File: config.mk
export PLATFORM = sky130hd
export DESIGN_NAME = ldpc_ber_sched_ctrl
export DESIGN_NICKNAME = d
export VERILOG_FILES = /design/src/rtl/ldpc_ber_sched_ctrl.sv
export SDC_FILE = /design/constraint.sdc
export NUM_CORES = 1
export LEC_CHECK = 0
export CAP_MARGIN = 20
export CORE_ASPECT_RATIO = 1.5
export CORE_MARGIN = 3
export CORE_UTILIZATION = 25
export DETAILED_ROUTE_END_ITERATION = 6
export MAX_ROUTING_LAYER = met4
export PLACE_DENSITY = 0.53
export SLEW_MARGIN = 15
export SYNTH_ARGS = -nofsm -noshare
export SYNTH_HDL_FRONTEND = slang
export SYNTH_SLANG_ARGS = --single-unit
File: constraint.sdc
create_clock -name clk -period 8.3 [get_ports clk]
set_input_delay 1.245 -clock clk [delete_from_list [all_inputs] [get_ports clk]]
set_output_delay 1.245 -clock clk [all_outputs]
set_load 0.1 [all_outputs]
File: src/rtl/ldpc_ber_sched_ctrl.sv
// ldpc_ber_sched_ctrl: CTRL-beat scheduler and block accounting for the LDPC BER tester.
// It issues CTRL beats while the in-flight credit allows, runs continuously or for a fixed
// block count, drains, and counts finished/failed blocks from the decoder status stream.
// Optional feature macro: LDPC_SCHED_CYCLES_EN adds a cycle_count output (busy cycles per run).
module ldpc_ber_sched_ctrl #(
    parameter int unsigned CNT_W      = 64,
    parameter int unsigned INFLIGHT_W = 16,
    parameter int unsigned STATUS_W   = 32,
    parameter int unsigned FAIL_BIT   = 0
) (
    input  logic                  clk,
    input  logic                  reset,
    input  logic                  start,
    input  logic                  stop,
    input  logic [CNT_W-1:0]      target_blocks,
    input  logic [INFLIGHT_W-1:0] max_inflight,
    output logic                  ctrl_valid,
    input  logic                  ctrl_ready,
    input  logic                  status_valid,
    output logic                  status_ready,
    input  logic [STATUS_W-1:0]   status_data,
    input  logic                  dout_finish,
    output logic                  busy,
    output logic                  done,
    output logic [CNT_W-1:0]      issued_blocks,
    output logic [CNT_W-1:0]      finished_blocks,
    output logic [CNT_W-1:0]      failed_blocks,
    output logic [INFLIGHT_W-1:0] in_flight,
`ifdef LDPC_SCHED_CYCLES_EN
    output logic [CNT_W-1:0]      cycle_count,
`endif
    output logic                  underflow
);

    typedef enum logic [1:0] {StIdle, StRun, StDrain, StDone} state_t;

    state_t                state_q, state_d;
    logic [CNT_W-1:0]      target_q, target_d;
    logic [INFLIGHT_W-1:0] max_q, max_d;
    logic [CNT_W-1:0]      issued_q, issued_d;
    logic [CNT_W-1:0]      finished_q, finished_d;
    logic [CNT_W-1:0]      failed_q, failed_d;
    logic [INFLIGHT_W-1:0] in_flight_q, in_flight_d;
    logic                  underflow_q, underflow_d;
    logic                  ctrl_valid_q, ctrl_valid_d;
    logic                  status_ready_q;
    logic                  hs;
    logic                  st_hs;
    logic                  start_ok;
    logic                  issue_ok;
`ifdef LDPC_SCHED_CYCLES_EN
    logic [CNT_W-1:0]      cycle_q, cycle_d;
`endif

    assign hs       = ctrl_valid_q & ctrl_ready;
    assign st_hs    = status_valid & status_ready_q;
    assign start_ok = start & ((state_q == StIdle) | (state_q == StDone));

    // Next-state, counter and issue logic
    always_comb begin
        state_d     = state_q;
        target_d    = target_q;
        max_d       = max_q;
        issued_d    = issued_q + CNT_W'(hs);
        finished_d  = finished_q + CNT_W'(st_hs);
        failed_d    = failed_q + CNT_W'(st_hs & status_data[FAIL_BIT]);
        in_flight_d = in_flight_q;
        underflow_d = underflow_q;
`ifdef LDPC_SCHED_CYCLES_EN
        cycle_d     = cycle_q + CNT_W'(busy);
`endif

        // hs together with dout_finish leaves the count unchanged
        if (hs && !dout_finish) begin
            in_flight_d = in_flight_q + INFLIGHT_W'(1);
        end else if (!hs && dout_finish) begin
            if (in_flight_q == '0) begin
                underflow_d = 1'b1;
            end else begin
                in_flight_d = in_flight_q - INFLIGHT_W'(1);
            end
        end

        // A new run discards everything counted this cycle
        if (start_ok) begin
            target_d    = target_blocks;
            max_d       = (max_inflight == '0) ? INFLIGHT_W'(1) : max_inflight;
            issued_d    = '0;
            finished_d  = '0;
            failed_d    = '0;
            in_flight_d = '0;
            underflow_d = 1'b0;
`ifdef LDPC_SCHED_CYCLES_EN
            cycle_d     = '0;
`endif
        end

        unique case (state_q)
            StIdle, StDone: begin
                if (start_ok) state_d = StRun;
            end
            StRun: begin
                if (stop || ((target_q != '0) && (issued_d == target_q))) state_d = StDrain;
            end
            StDrain: begin
                if (!ctrl_valid_q && (in_flight_q == '0)) state_d = StDone;
            end
            default: state_d = StIdle;
        endcase

        issue_ok = (state_d == StRun) && (in_flight_d < max_d) &&
                   ((target_d == '0) || (issued_d < target_d));
        // A pending beat is never withdrawn
        ctrl_valid_d = (ctrl_valid_q & ~ctrl_ready) | issue_ok;
    end

    // State and counter registers
    always_ff @(posedge clk) begin
        if (reset) begin
            state_q        <= StIdle;
            target_q       <= '0;
            max_q          <= INFLIGHT_W'(1);
            issued_q       <= '0;
            finished_q     <= '0;
            failed_q       <= '0;
            in_flight_q    <= '0;
            underflow_q    <= 1'b0;
            ctrl_valid_q   <= 1'b0;
            status_ready_q <= 1'b0;
`ifdef LDPC_SCHED_CYCLES_EN
            cycle_q        <= '0;
`endif
        end else begin
            state_q        <= state_d;
            target_q       <= target_d;
            max_q          <= max_d;
            issued_q       <= issued_d;
            finished_q     <= finished_d;
            failed_q       <= failed_d;
            in_flight_q    <= in_flight_d;
            underflow_q    <= underflow_d;
            ctrl_valid_q   <= ctrl_valid_d;
            status_ready_q <= 1'b1;
`ifdef LDPC_SCHED_CYCLES_EN
            cycle_q        <= cycle_d;
`endif
        end
    end

    assign ctrl_valid      = ctrl_valid_q;
    assign status_ready    = status_ready_q;
    assign busy            = (state_q == StRun) | (state_q == StDrain);
    assign done            = (state_q == StDone);
    assign issued_blocks   = issued_q;
    assign finished_blocks = finished_q;
    assign failed_blocks   = failed_q;
    assign in_flight       = in_flight_q;
    assign underflow       = underflow_q;
`ifdef LDPC_SCHED_CYCLES_EN
    assign cycle_count     = cycle_q;
`endif

endmodule

==> impl_metrics.ini, run 1 <==
[global_route]
gr-usage-all-layers_pct = 19.1
grt_busiest_layer = met2
met3_usage_pct = 4.31
use_met2_pct = 33.4
use_met1_pct = 19.3
grt.overflow.total = 0
grt_pass1_vias = 16000
antenna_found_initial = 4
grt_first_pass_wirelength_um = 98400
grt_max_degree = 113

[status]
status = complete, no violations

[setup_path]
worstPathArrival_ns = 6.83
path_class = primary input to flop
rr_worst_depth = 19
cp_max_fo = 22
cp-end-kind = flop
required_ns = 8.80
start_kind = primary input

[finish]
drive_gt1_share_pct = 4.65
nets = 2461
area_growth_syn_to_layout_pct = 31.3
fill_cells = 6783

[detailed_routing]
drt_iter0_drc = 1059
drc_errors = 0
first_pass_iters = 5
wirelength_um = 66700
vias_per_cell = 5.09
wire_per_inst_um = 21.1
num_vias = 16000
drtAntennaViolNets = 0

[placed_design]
port_buffers = 300
dp_hpwl_um = 52400
gp_congestion = 0.971

[floorplan]
die_area_um2 = 68700
die_x_um = 215
start_util_pct = 25.3
die_h_um = 319
pin_count = 332
core_um2 = 64600
rows = 114

[synthesis]
yosys_most_used_dff = dfxtp_1
async_reset_ff_share_pct = 0
netlist_area_um2 = 16400
yosysUniqueCellTypes = 73
yosysSeqAreaShare_pct = 35.8
synth-seq-cells = 293
syn-num-nets = 2194
yosysWarningCount = 0
synth-edff-count = 0
avgSynthCellArea_um2 = 8.25
synth_cells = 1985

[timing]
skew_ns = 0.0282
hold_viol = 0
final.min_clock_period_ns = 6.33
tightestPinTransition_ns = 1.21
slew_viol_final = 0
rsz0062_at_grt = no
timing.setup.tns_ns = 0
setup_viol = 0
slew_headroom_pct = 18.7
timing.fmax_ghz = 0.158
hold_ws_ns = 0.463
post-route-period-util_pct = 76.2

[clock_network]
numCtsBuffers = 37
postCtsSetupBuffers = 0
cts_tree = built
cts_hold_buffers = 0
ctsResizeCount = 0
cts.reportedPaths.clkPinSlew_ns = 0.06
cts_buffer_depth = 3
cts.sinks = 293
clock_latency_ns = 0.56
htreeDepth = 2
cts_root_buf = clkbuf_16

[min_path]
whs_path_depth = 2
hp-class = flop to flop

[power_and_ir_drop]
power.density_nw_per_um2 = 249
p_leak_nw = 8.18
ir_drop_mv = 0.338

[job]
maxCapViolations = 0
per-layer routing:
layer	routed length [um]	up-vias
met5	0	-
met4	4920	0
met3	4740	199
met2	32900	656
met1	24200	7563
li1	-	7625
through the flow:
step | instance area (um2) | utilization [%] | total power (W) | std cells | worst slack, ns
2_1_floorplan | 16400 | - | 0.00308 | 1985 | 3.13
3_3_place_gp | 20300 | 31.4 | 0.00373 | 3083 | 1.49
3_5_place_dp | 20300 | 31.4 | 0.00374 | 3083 | 1.48
4_1_cts | 21500 | 33.2 | 0.00541 | 3150 | 2.04
5_1_grt | 21500 | 33.3 | 0.00564 | 3154 | 1.72
6_report | 21500 | 33.3 | 0.00534 | 3154 | 1.97
power breakdown:
group          leakage [nW]  switching (W)  internal (W)
registers              2.38       0.000166       0.00151
logic                  5.21        0.00133      0.000697
clock network         0.596       0.000669      0.000968
critical path, cell delays in order:
cell and delay (ns):
clkdlybuf4s50_1 0.50, nand2_1 0.11, inv_1 0.10, ha_1 0.27, nand4_4 0.23, or4_4 0.76
or4_1 0.54, a21oi_1 0.39, ha_1 0.33, a21o_1 0.16, a21oi_1 0.15, nor2b_1 0.06
o21ai_0 0.18, nand2b_1 0.08, a211oi_1 0.36, o221ai_1 0.18, a21oi_1 0.40, nor3_1 0.15
nor4_1 0.40, a31o_1 0.20
cell usage in the layout (no fill, tap or decap), types with 51 or more instances in the layout:
cell / n
a21oi_1: 74
and3_1: 58
clkdlybuf4s50_1: 299
dfxtp_1: 293
ha_1: 90
inv_1: 51
mux2i_1: 84
nand2_1: 115
nand3_1: 96
nand4_1: 84
nor2_1: 334
nor3_1: 56
nor4_1: 57
o21ai_0: 64
xnor2_1: 74
xor2_1: 107
Yosys cell counts (11+ instances only):
cell type,number,area share (%)
a21o_1,21,0.96
a21oi_1,74,2.3
and2_1,32,1.2
and3_1,58,2.2
and4_1,17,0.91
clkbuf_1,69,1.6
dfxtp_1,293,36
ha_1,90,6.9
inv_1,51,1.2
mux2i_1,84,5.1
nand2_1,117,2.7
nand3_1,96,2.9
nand4_1,84,3.2
nor2_1,334,7.7
nor2b_1,11,0.42
nor3_1,56,1.7
nor4_1,57,2.2
o21ai_0,64,2.0
or3_1,32,1.2
or4_1,22,1.0
xnor2_1,74,4.0
xor2_1,107,5.7
registers in the layout, indices dropped and copies added (netlist names):
| name | cells |
|---|---|
| in_flight | 16 |
| issued_blocks | 64 |
| status_ready | 1 |
| state_q | 2 |
| underflow | 1 |
| target_q | 64 |
| max_q | 16 |
| ctrl_valid | 1 |
| finished_blocks | 64 |
| failed_blocks | 64 |
cell families (layout without fill, tap and decap cells):
logic type | Yosys count | after routing | synth area share [%]
compound gates | 238 | 238 | 9.07
buf+inv | 135 | 430 | 3.23
mux | 84 | 84 | 5.14
other cells | 0 | 4 | 0
xor+xnor | 181 | 181 | 9.68
simple gates | 964 | 964 | 30.2
flops | 293 | 293 | 35.8
fa+ha+maj | 90 | 90 | 6.88
final cells by class:
type | instances | area [um2] | area share [%]
Clock buffer | 55 | 1120 | 5.19
Sequential cell | 293 | 5870 | 27.3
Inverter | 51 | 191 | 0.891
Clock inverter | 12 | 108 | 0.501
Tap cell | 870 | 1090 | 5.07
Timing Repair Buffer | 312 | 3120 | 14.5
Antenna cell | 4 | 10.0 | 0.0466
Multi-Input combinational cell | 1557 | 10000 | 46.5
final timing paths:
kind                         startpoint                     to  slack (ns)
setup reg to reg  ctrl_valid$_SDFF_PP0_  ctrl_valid$_SDFF_PP0_        2.74
hold / removal      max_q[0]$_SDFF_PP1_    max_q[0]$_SDFF_PP1_        0.46
hold reg to reg     max_q[0]$_SDFF_PP1_    max_q[0]$_SDFF_PP1_        0.46
setup / recovery             ctrl_ready  ctrl_valid$_SDFF_PP0_        1.97
Power figures use the tool's default switching activity.
==> run 2: changes to the inputs <==
PLACE_DENSITY = 0.54   (was 0.53)
clock period = 5.72 ns   (was 8.3 ns; I/O delays follow)
==> run 2 against run 1 <==
  * Final cell count grew 3.4%
  * Total power grew 49%
  * First-iteration DRC count shrank 11%
  * Register-to-register slack lost 2.1 ns
  * Count of clock-buffer cells in the layout shrank 7
  * Combinational power grew 57%
  * Clock skew shrank 0.0096 ns
  * Critical path depth grew 1
  * Die area is the same
  * Sequential power grew 45%
  * Critical path type unchanged
==> impl_metrics.ini, run 2 (synthesis results as in run 1) <==
[setup_path]
cp-end-kind = flop
required_ns = 6.17
cp_max_fo = 4
start_kind = primary input
rr_worst_depth = 20
rr_startpoint = ctrl_valid$_SDFF_PP0_
worstPathArrival_ns = 5.86
cp-startpoint = ctrl_ready
path_class = primary input to flop

[clock_network]
cts_buffer_depth = 3
cts_tree = built
clock_latency_ns = 0.56
numCtsBuffers = 36
htreeDepth = 2
cts.reportedPaths.clkPinSlew_ns = 0.06
ctsResizeCount = 0
cts_root_buf = clkbuf_16
cts.sinks = 293
cts_hold_buffers = 0
postCtsSetupBuffers = 0

[placed_design]
gp_congestion = 0.945
port_buffers = 300
dp_hpwl_um = 55600

[power_and_ir_drop]
power.density_nw_per_um2 = 357
ir_drop_mv = 0.486
p_leak_nw = 8.71
total_power_w = 0.00798

[floorplan]
core_um2 = 64600
die_h_um = 319
die_x_um = 215
pin_count = 332
die_area_um2 = 68700
start_util_pct = 25.3
rows = 114

[timing]
rsz0062_at_grt = no
tightestPinTransition_ns = 1.09
slew_headroom_pct = 27.1
final.min_clock_period_ns = 5.41
slew_viol_final = 0
timing.fmax_ghz = 0.185
skew_ns = 0.0186
post-route-period-util_pct = 94.5
hold_viol = 0
setup_viol = 0

[status]
status = complete, no violations

[detailed_routing]
first_pass_iters = 5
num_vias = 16300
drc_errors = 0
drt_iter0_drc = 947
vias_per_cell = 5.00
drtAntennaViolNets = 0
wire_per_inst_um = 21.2
wirelength_um = 68900

[min_path]
whs_path_depth = 2
hp-class = flop to flop
hp-start = max_q[0]$_SDFF_PP1_

[global_route]
gr-usage-all-layers_pct = 20.0
antenna_found_initial = 1
grt_max_degree = 76
grt_pass1_vias = 16300
grt_first_pass_wirelength_um = 102000
grt.overflow.total = 0

[finish]
final_common_cell = nor2_1
drive_gt1_share_pct = 9.29
fill_cells = 6768
nets = 2573
area_growth_syn_to_layout_pct = 36.5
final_util_pct = 34.6
final_cell_mix = 334 x nor2_1, 299 x clkdlybuf4s50_1, 293 x dfxtp_1, 122 x buf_4, 115 x nand2_1

[job]
maxCapViolations = 0
## run 2: routing by layer
| layer | share of wire, % | global-route usage, % | wire [um] |
|---|---|---|---|
| met1 | 36 | 19.8 | 24900 |
| met2 | 51 | 35.9 | 35100 |
| met3 | 5.9 | 3.98 | 4100 |
| met4 | 7.1 | 12.2 | 4860 |
| met5 | 0 | - | 0 |
## run 2: area by class of cell
type / instances / area (um2) / area share [%]
Sequential cell: 293 / 5870 / 26.2
Clock buffer: 48 / 1050 / 4.69
Multi-Input combinational cell: 1557 / 10000 / 44.8
Clock inverter: 15 / 148 / 0.661
Tap cell: 870 / 1090 / 4.87
Timing Repair Buffer: 425 / 3990 / 17.8
Inverter: 51 / 191 / 0.857
Antenna cell: 1 / 2.50 / 0.0112
## run 2: power breakdown
group / switching [W] / internal (W)
sequential: 0.000248 / 0.00220
combinational: 0.00203 / 0.00116
clock: 0.000962 / 0.00138
total: 0.00324 / 0.00474
## run 2: path summary, 6_finish.rpt
kind / endpoint / slack, ns
worst max-delay path: ctrl_valid$_SDFF_PP0_ / 0.31
worst min-delay path: max_q[0]$_SDFF_PP1_ / 0.47
worst max register to register: ctrl_valid$_SDFF_PP0_ / 0.68
worst min register to register: max_q[0]$_SDFF_PP1_ / 0.47
## run 2: critical path: stages
cell and delay, ns:
clkdlybuf4s50_1 0.48, nand2_1 0.11, inv_1 0.08, ha_1 0.17
ha_1 0.15, nand3_1 0.16, or4_1 0.54, or4_4 0.53
or4_1 0.60, xnor2_1 0.26, nor2_1 0.08, ha_1 0.30
nand4_1 0.09, nor2_1 0.17, nand4_1 0.16, nor3_1 0.28
nand2_1 0.09, a21oi_1 0.29, nor4_4 0.11, buf_4 0.15
a31o_1 0.20
## run 2: metrics by stage
step | setup TNS [ns] | area, um2 | cells | hold WS, ns | setup slack (ns)
after global placement | -0.518 | 21100 | 3196 | 0.445 | -0.518
final | 0 | 22300 | 3260 | 0.468 | 0.313
after detailed placement | -0.489 | 21100 | 3196 | 0.453 | -0.489
after floorplan | 0 | 16400 | 1985 | 0.427 | 0.688
after CTS | 0 | 22300 | 3259 | 0.468 | 0.0543
after global routing | 0 | 22300 | 3260 | 0.493 | 0.00827
